===== config.mk =====
export PLATFORM = sky130hd
export DESIGN_NAME = dut_ifc_initiator
export DESIGN_NICKNAME = d
export VERILOG_FILES = /design/src/rtl/dut_ifc_initiator.sv
export SDC_FILE = /design/constraint.sdc
export NUM_CORES = 1
export LEC_CHECK = 0
export BUFFER_PORTS_ARGS = -buffer_cell sky130_fd_sc_hd__buf_2
export CELL_PAD_IN_SITES_DETAIL_PLACEMENT = 1
export CELL_PAD_IN_SITES_GLOBAL_PLACEMENT = 1
export CORE_UTILIZATION = 44
export DETAILED_ROUTE_END_ITERATION = 10
export PLACE_DENSITY = 0.8
export SETUP_SLACK_MARGIN = 0.05
export SYNTH_ARGS = -nofsm -noshare
export SYNTH_HDL_FRONTEND = slang
export SYNTH_SLANG_ARGS = --single-unit

===== constraint.sdc =====
create_clock -name CLK -period 3.17 [get_ports CLK]
set_input_delay 0.1585 -clock CLK [delete_from_list [all_inputs] [get_ports CLK]]
set_output_delay 0.1585 -clock CLK [all_outputs]
set_load 0.005 [all_outputs]

===== src/rtl/dut_ifc_initiator.sv =====
// -----------------------------------------------------------------------------
// dut_ifc_initiator
//
// Purpose:
//   Drives the dut method interface (write_en/read_en with address and data)
//   from a queue of commands. Commands enter through a valid/ready port, are
//   buffered in a DEPTH-entry FIFO, and are issued one at a time by a small
//   FSM. Read results leave through a valid/ready response port. A per-command
//   timeout aborts transactions whose rdy never arrives.
//
// Handshake semantics (all ports): a transfer happens at a rising CLK edge
//   where valid and ready are both high. Once valid is raised, the payload is
//   held stable until that transfer. On the dut side, write_en/read_en are the
//   "valid" and write_rdy/read_rdy the "ready"; because en is derived from rdy,
//   a high en at an edge always means the transaction fired.
//
// Ports:
//   CLK, RST                         clock, synchronous active-high reset
//   cmd_valid/cmd_ready              command port (cmd_ready = FIFO not full)
//   cmd_op/cmd_addr/cmd_wdata        0 = write, 1 = read; address; write data
//   rsp_valid/rsp_ready              read response port
//   rsp_data/rsp_addr/rsp_err        read data, read address, timed-out flag
//   write_address/write_data/write_en/write_rdy   dut write method
//   read_address/read_en/read_data/read_rdy       dut read method
//   timeout_err                      sticky timeout indication
//   busy                             FIFO non-empty or FSM not idle
//   dbg_state                        current FSM state (0 IDLE,1 WR,2 RD,3 RESP)
// -----------------------------------------------------------------------------
module dut_ifc_initiator #(
    parameter int ADDR_W  = 3,
    parameter int DATA_W  = 1,
    parameter int DEPTH   = 4,
    parameter int TIMEOUT = 16
) (
    input  logic              CLK,
    input  logic              RST,
    input  logic              cmd_valid,
    output logic              cmd_ready,
    input  logic              cmd_op,
    input  logic [ADDR_W-1:0] cmd_addr,
    input  logic [DATA_W-1:0] cmd_wdata,
    output logic              rsp_valid,
    input  logic              rsp_ready,
    output logic [DATA_W-1:0] rsp_data,
    output logic [ADDR_W-1:0] rsp_addr,
    output logic              rsp_err,
    output logic [ADDR_W-1:0] write_address,
    output logic [DATA_W-1:0] write_data,
    output logic              write_en,
    input  logic              write_rdy,
    output logic [ADDR_W-1:0] read_address,
    output logic              read_en,
    input  logic [DATA_W-1:0] read_data,
    input  logic              read_rdy,
    output logic              timeout_err,
    output logic              busy,
    output logic [1:0]        dbg_state
);

    localparam int PW    = $clog2(DEPTH);
    localparam int CW    = (TIMEOUT > 0) ? $clog2(TIMEOUT + 1) : 1;
    localparam int ENT_W = 1 + ADDR_W + DATA_W;

    typedef enum logic [1:0] {
        S_IDLE = 2'd0,
        S_WR   = 2'd1,
        S_RD   = 2'd2,
        S_RESP = 2'd3
    } state_t;

    // ---------------------------------------------------------------------
    // Command FIFO
    // ---------------------------------------------------------------------
    logic [ENT_W-1:0]  mem_q [DEPTH];
    logic [PW-1:0]     wptr_q, wptr_d;
    logic [PW-1:0]     rptr_q, rptr_d;
    logic [PW:0]       count_q, count_d;
    logic              push, pop;
    logic              fifo_full, fifo_empty;
    logic [ENT_W-1:0]  head;
    logic              head_op;
    logic [ADDR_W-1:0] head_addr;
    logic [DATA_W-1:0] head_data;

    state_t            state_q;

    assign fifo_full  = (count_q == (PW + 1)'(DEPTH));
    assign fifo_empty = (count_q == '0);
    assign cmd_ready  = !fifo_full;
    assign push       = cmd_valid && !fifo_full;
    // The FSM takes a new command only from IDLE, so at most one pop per cycle.
    assign pop        = (state_q == S_IDLE) && !fifo_empty;

    assign head                           = mem_q[rptr_q];
    assign {head_op, head_addr, head_data} = head;

    always_comb begin
        wptr_d  = wptr_q;
        rptr_d  = rptr_q;
        count_d = count_q;
        if (push) begin
            wptr_d = wptr_q + PW'(1);
        end
        if (pop) begin
            rptr_d = rptr_q + PW'(1);
        end
        if (push && !pop) begin
            count_d = count_q + (PW + 1)'(1);
        end else if (pop && !push) begin
            count_d = count_q - (PW + 1)'(1);
        end
    end

    always_ff @(posedge CLK) begin
        if (RST) begin
            wptr_q  <= '0;
            rptr_q  <= '0;
            count_q <= '0;
        end else begin
            wptr_q  <= wptr_d;
            rptr_q  <= rptr_d;
            count_q <= count_d;
        end
    end

    // Storage needs no reset: entries are only read once count covers them.
    always_ff @(posedge CLK) begin
        if (push && !RST) begin
            mem_q[wptr_q] <= {cmd_op, cmd_addr, cmd_wdata};
        end
    end

    // ---------------------------------------------------------------------
    // Issue FSM
    // ---------------------------------------------------------------------
    logic [ADDR_W-1:0] addr_q;
    logic [DATA_W-1:0] data_q;
    logic [CW-1:0]     tmo_q;
    logic              rsp_valid_q;
    logic              rsp_err_q;
    logic [DATA_W-1:0] rsp_data_q;
    logic [ADDR_W-1:0] rsp_addr_q;
    logic              timeout_err_q;
    logic              tmo_hit;

    // The counter holds the number of rdy-low cycles already spent; when it
    // shows TIMEOUT-1 and rdy is still low, this is the TIMEOUT-th wait cycle.
    assign tmo_hit = (TIMEOUT > 0) && (int'(tmo_q) == TIMEOUT - 1);

    always_ff @(posedge CLK) begin
        if (RST) begin
            state_q       <= S_IDLE;
            addr_q        <= '0;
            data_q        <= '0;
            tmo_q         <= '0;
            rsp_valid_q   <= 1'b0;
            rsp_err_q     <= 1'b0;
            rsp_data_q    <= '0;
            rsp_addr_q    <= '0;
            timeout_err_q <= 1'b0;
        end else begin
            case (state_q)
                S_IDLE: begin
                    if (!fifo_empty) begin
                        addr_q  <= head_addr;
                        data_q  <= head_data;
                        tmo_q   <= '0;
                        state_q <= head_op ? S_RD : S_WR;
                    end
                end
                S_WR: begin
                    // A fire in the limit cycle wins over the abort.
                    if (write_rdy) begin
                        state_q <= S_IDLE;
                    end else if (tmo_hit) begin
                        timeout_err_q <= 1'b1;
                        state_q       <= S_IDLE;
                    end else begin
                        tmo_q <= tmo_q + CW'(1);
                    end
                end
                S_RD: begin
                    if (read_rdy) begin
                        rsp_data_q  <= read_data;
                        rsp_addr_q  <= addr_q;
                        rsp_err_q   <= 1'b0;
                        rsp_valid_q <= 1'b1;
                        state_q     <= S_RESP;
                    end else if (tmo_hit) begin
                        rsp_data_q    <= '0;
                        rsp_addr_q    <= addr_q;
                        rsp_err_q     <= 1'b1;
                        rsp_valid_q   <= 1'b1;
                        timeout_err_q <= 1'b1;
                        state_q       <= S_RESP;
                    end else begin
                        tmo_q <= tmo_q + CW'(1);
                    end
                end
                S_RESP: begin
                    // Holding here blocks further issue, keeping reads ordered.
                    if (rsp_ready) begin
                        rsp_valid_q <= 1'b0;
                        state_q     <= S_IDLE;
                    end
                end
                default: state_q <= S_IDLE;
            endcase
        end
    end

    // en follows rdy so no cycle is wasted; RST gating kills a transaction
    // already in progress during the reset cycle itself.
    assign write_en      = !RST && (state_q == S_WR) && write_rdy;
    assign read_en       = !RST && (state_q == S_RD) && read_rdy;
    assign write_address = addr_q;
    assign write_data    = data_q;
    assign read_address  = addr_q;

    assign rsp_valid     = rsp_valid_q;
    assign rsp_err       = rsp_err_q;
    assign rsp_data      = rsp_data_q;
    assign rsp_addr      = rsp_addr_q;
    assign timeout_err   = timeout_err_q;
    assign busy          = !fifo_empty || (state_q != S_IDLE);
    assign dbg_state     = state_q;

endmodule


; ---- After elaboration in Yosys (flattened, before gate mapping)
; Memories as Yosys holds them, arrays and structs flattened. A register that Yosys moved wholly into a read port is not among the register bits.
; Index checks and enable logic that the tools add are counted.
; Widths: inputs -> output; s select.
[op_classes]
n_addsub = 5
n_eq_ne = 11
n_mux = 32
bitwise = 1
reduce_logical = 29
[ops]
columns = operator, n
row1 = $mux 5, 4
row2 = $mux 2, 9
row3 = $pmux 5 s3, 1
row4 = $mux 3, 4
row5 = $mux 1, 11
row6 = $reduce_bool 2->1, 5
row7 = $logic_and 1x1->1, 9
row8 = $ne 2x2->1 const B, 4
row9 = $pmux 2 s4, 1
row10 = $reduce_and 4->1, 2
row11 = $ne 3x3->1 const B, 2
row12 = $reduce_and 3->1, 2
row13 = $add 5x1->5 const B, 1
row14 = $eq 5x5->1 const B, 1
row15 = $logic_not 1->1, 5
row16 = $add 2x1->2 const B, 2
row17 = $eq 2x2->1 const B, 2
row18 = $pmux 1 s2, 2
row19 = $reduce_and 2->1, 2
row20 = $add 3x1->3 const B, 1
row21 = $eq 3x3->1 const B, 1
row22 = $logic_not 3->1, 1
row23 = $reduce_bool 3->1, 1
row24 = $sub 3x1->3 const B, 1
row25 = 4 further kinds, 4
[word_totals]
register_bits = 25
mem_bits_rw = 20
inputBits = 12
output_inout_bits = 20
word_cells = 91
mem_count = 1
[memory_table]
columns = memory, depth, width, read_ports, rd_ports_with_merged_regs, wr, line_no
row1 = mem_q, 4, 5, 1, 1, 1, 74  ; logic [ENT_W-1:0] mem_q [DEPTH];

; ---- Logic depth before layout (Yosys ltp)
[logic_depth]
ltp_word = 7
ltp_mapped = 9

; ---- Worst setup path before layout
; Ideal clock, no wire load.
[synth_path]
path_kind = register to register
from = register state_q[0] (netlist: dbg_state[0])
to = register count_q[2]
setup_ns = 0.072
t_arrival_ns = 2.190
required_time_ns = 3.098
setup_slack_ns = 0.907
path_stages_with_launch = 10
n_path_buf = 0
synth_period_minus_slack_ns = 2.263
path_cell_list = dfxtp_1 > inv_1 > ha_1 > o31ai_2 > ha_1 > inv_1 > fa_1 > xor2_1 > or3_1 > a21oi_1
[synth_between]
elab_chain_cells = 5
[synth_lines]
columns = element, line_no
row1 = start: declaration, 85  ; state_t state_q;
row2 = start signal: assignment, 168  ; state_q <= head_op ? S_RD : S_WR;
row3 = $logic_not 2->1 (*), 92  ; assign pop = (state_q == S_IDLE) && !fifo_empty;
row4 = $logic_and 1x1->1 (*), 92
row5 = $logic_not 1->1, 107  ; if (push && !pop) begin
row6 = $logic_and 1x1->1, 107
row7 = $mux 3 / $reduce_bool 2->1 (equally long branches), n/a
row8 = end signal: assignment, 122  ; count_q <= count_d;
row9 = end: declaration, 77  ; logic [PW:0] count_q, count_d;
; Every way passes the cells marked *; elsewhere a longest branch is shown, timed or not.
; A chain may end at the register's enable or synchronous reset.

; ---- Worst setup path in the final report
[layout_path]
from = register count_q[0]
to = register count_q[2]
[layout_between]
elab_chain_cells = 6
[layout_lines]
columns = element
row1 = branches (longest 6 deep; another with $sub 3x1->3)
; Parallel ways; which one is timed is not known. The select of a mux whose other input is x is not followed.

==> qor.yml <==
sta:
  setup_tns_ps: 0
  tightest_slew_ps: 757.6
  rsz0062_at_grt: "false"
  post-route-period-util_pct: 79.92
  finalMaxSlewViolations: 0
  fmax_mhz: 394.7
  post-route-min-period_ps: 2533
  clock-skew-final_ps: 4.315
  setup_viol: 0
  finalHoldViolCount: 0
  holdWs_ps: 73.04
  relSlewSlack_pct: 49.19
worst_setup_path:
  worst_path_max_delay_cell: "o31ai_2"
  start_kind: "register"
  crit_chain: "o31ai_2 -> ha_1 -> inv_1 -> fa_1 -> xor2_1 -> or3_1 -> a21oi_1"
  r2r-start: "count_q[0]"
  cp.required_ps: 3400
  worstSetupPathType: "register to register"
  crit_family: "compound AO/OA/AOI/OAI gates"
  crit_start: "count_q[0]"
  crit_path_max_incr_delay_ps: 680
  end_kind: "register"
  crit_fanout: 7
  critPathBufInv: 1
  critPathArrivalTime_ps: 2760
clock_tree:
  cts_resized: 0
  clk_path_buf_depth: 2
  cts_buffers: 5
  cts_hold_buf: 0
  cts_root_buffer: "clkbuf_8"
  cts_setup_buffers: 0
  cts_sinks: 47
  path_clk_slew_ps: 90
  clock_latency_ps: 300
  cts_tree: "built"
  htreeDepth: 2
floorplan:
  initial_core_util_pct: 46.98
  core_area_sq_um: 4474
  die-area_sq_um: 5058
  die_w_microns: 71.12
  num_rows: 24
  fp.dieH_microns: 71.12
  io_pins: 32
grt:
  grt_pass1_wl_microns: 7279
  antenna_found_initial: 0
  grt_max_degree: 31
  grt_overflow: 0
  grtUsageTotal_pct: 19.41
  grt_pass1_vias: 1458
route:
  via_count: 1423
  ant_nets: 0
  vias_per_cell: 5.431
  drc: 0
  drtIter0Drc: 77
  routed_wl_microns: 4286
  dr.pass1.iters: 6
  avgRoutedWirePerCell_microns: 16.36
power_and_ir_drop:
  p_leak_nw: 0.9892
  max-vdd-ir-drop_uv: 257.4
  p_total_mw: 1.841
  power.density_nw_per_um2: 779.3
hold_path:
  hold_path_startpoint: "cmd_wdata"
  min_path_type: "primary input to register"
synthesis:
  synth.top_cells.by_count: "dfxtp_1 (27), nor2_1 (21), edfxtp_1 (20)"
  synth.net_count: 204
  yosys_warnings: 0
  synth_cells: 179
  syn_area_per_cell_sq_um: 11.74
  synth_cell_types: 39
  synth_top_area_share_pct: 28.57
  synth_area_leaders: "edfxtp_1 (29%), dfxtp_1 (26%), ha_1 (7.1%), mux4_2 (5.4%), mux2i_1 (4.3%)"
  synth_top_cell_by_area: "edfxtp_1"
  synthMostInstantiatedCell: "dfxtp_1"
  synthFlopType: "dfxtp_1"
  synth_edf_count: 20
  syn_area_sq_um: 2102
  synthArstFlopShare_pct: 0
  yosysSeqAreaShare_pct: 54.29
  synth_seq_cells: 47
cells_and_area:
  syn_to_final_growth_pct: 12.38
  final_nets: 234
  fin_util_pct: 52.80
  fill_cells: 495
  num_antenna_cells: 0
  final_cells: 262
  drive_above_1_share_pct: 23.81
place:
  place_congestion: 0.7696
  dp.cells: 254
  io_buffer_count: 31
  place_hpwl_microns: 3256
flow_run:
  maxCapViolations: 0
run_status:
  outcome: "completed"
==> cells by family (layout without fill, tap and decap cells) <==
family	count (synthesis)	after routing	share of synthesized area, %
mux	14	14	9.643
xor+xnor	5	5	2.084
simple gates	55	55	13.33
fa+ha+maj	13	13	8.095
compound gates	27	27	8.453
buf+inv	18	49	4.107
flops	47	47	54.29
==> final timing paths <==
path                                     to  slack [ps]  depth (start not counted)
worst max-delay path             count_q[2]         640                          7
worst min-delay path            mem_q[3][0]          70                          1
worst max register to register   count_q[2]         640                          7
worst min register to register  timeout_err         480                          2
==> layout make-up <==
type	instances	area, sq um	area share (%)
well taps	52	65.06	2.754
clock buffers	5	68.82	2.913
multi-input cells	114	874.6	37.02
flip-flops and latches	47	1141	48.30
clock inverters	3	20.02	0.8475
inverters	10	37.54	1.589
repair buffers	31	155.1	6.568
==> routing by layer <==
| metal | global-route usage (%) | vias to the layer above | part of all wire (%) |
|---|---|---|---|
| li1 | - | 683 | - |
| met2 | 33.12 | 31 | 51 |
| met1 | 23.45 | 703 | 44 |
| met4 | 7.333 | 0 | 1.7 |
| met5 | 0 | - | 0 |
| met3 | 5.413 | 6 | 3.5 |
==> through the flow <==
step | setup WS, ps | area [sq um]
6_report | 636.6 | 2362
5_1_grt | 544.4 | 2362
4_1_cts | 619.6 | 2362
3_3_place_gp | 815.0 | 2273
3_5_place_dp | 651.8 | 2273
2_1_floorplan | 907.3 | 2102
==> state kept, by name, summed over array words and instances (netlist names), named ones only <==
signal        count
rsp_valid         1
count_q           3
rsp_addr          3
dbg_state         2
mem_q            20
wptr_q            2
rsp_err           1
timeout_err       1
read_address      3
rptr_q            2
tmo_q             5
rsp_data          1
write_data        1
==> power breakdown <==
group | internal, mW | switching [mW] | total [mW]
logic | 0.313 | 0.355 | 0.668
registers | 0.725 | 0.0950 | 0.820
clock network | 0.154 | 0.199 | 0.352
total | 1.19 | 0.648 | 1.84
==> cell usage in the layout (no fill, tap or decap), types with 2 or more instances in the layout <==
| master | instances |
|---|---|
| buf_2 | 31 |
| dfxtp_1 | 27 |
| nor2_1 | 21 |
| edfxtp_1 | 20 |
| a21oi_1 | 13 |
| nand2_1 | 12 |
| ha_1 | 12 |
| inv_1 | 10 |
| mux2i_1 | 9 |
| and2_1 | 5 |
| mux4_2 | 5 |
| clkbuf_8 | 5 |
| o21ai_0 | 4 |
| or3_1 | 4 |
| xnor2_1 | 3 |
| and3_1 | 2 |
| xor2_1 | 2 |
| nand3_1 | 2 |
| nand2b_1 | 2 |
Note: power is estimated with default switching activity, not from simulation.
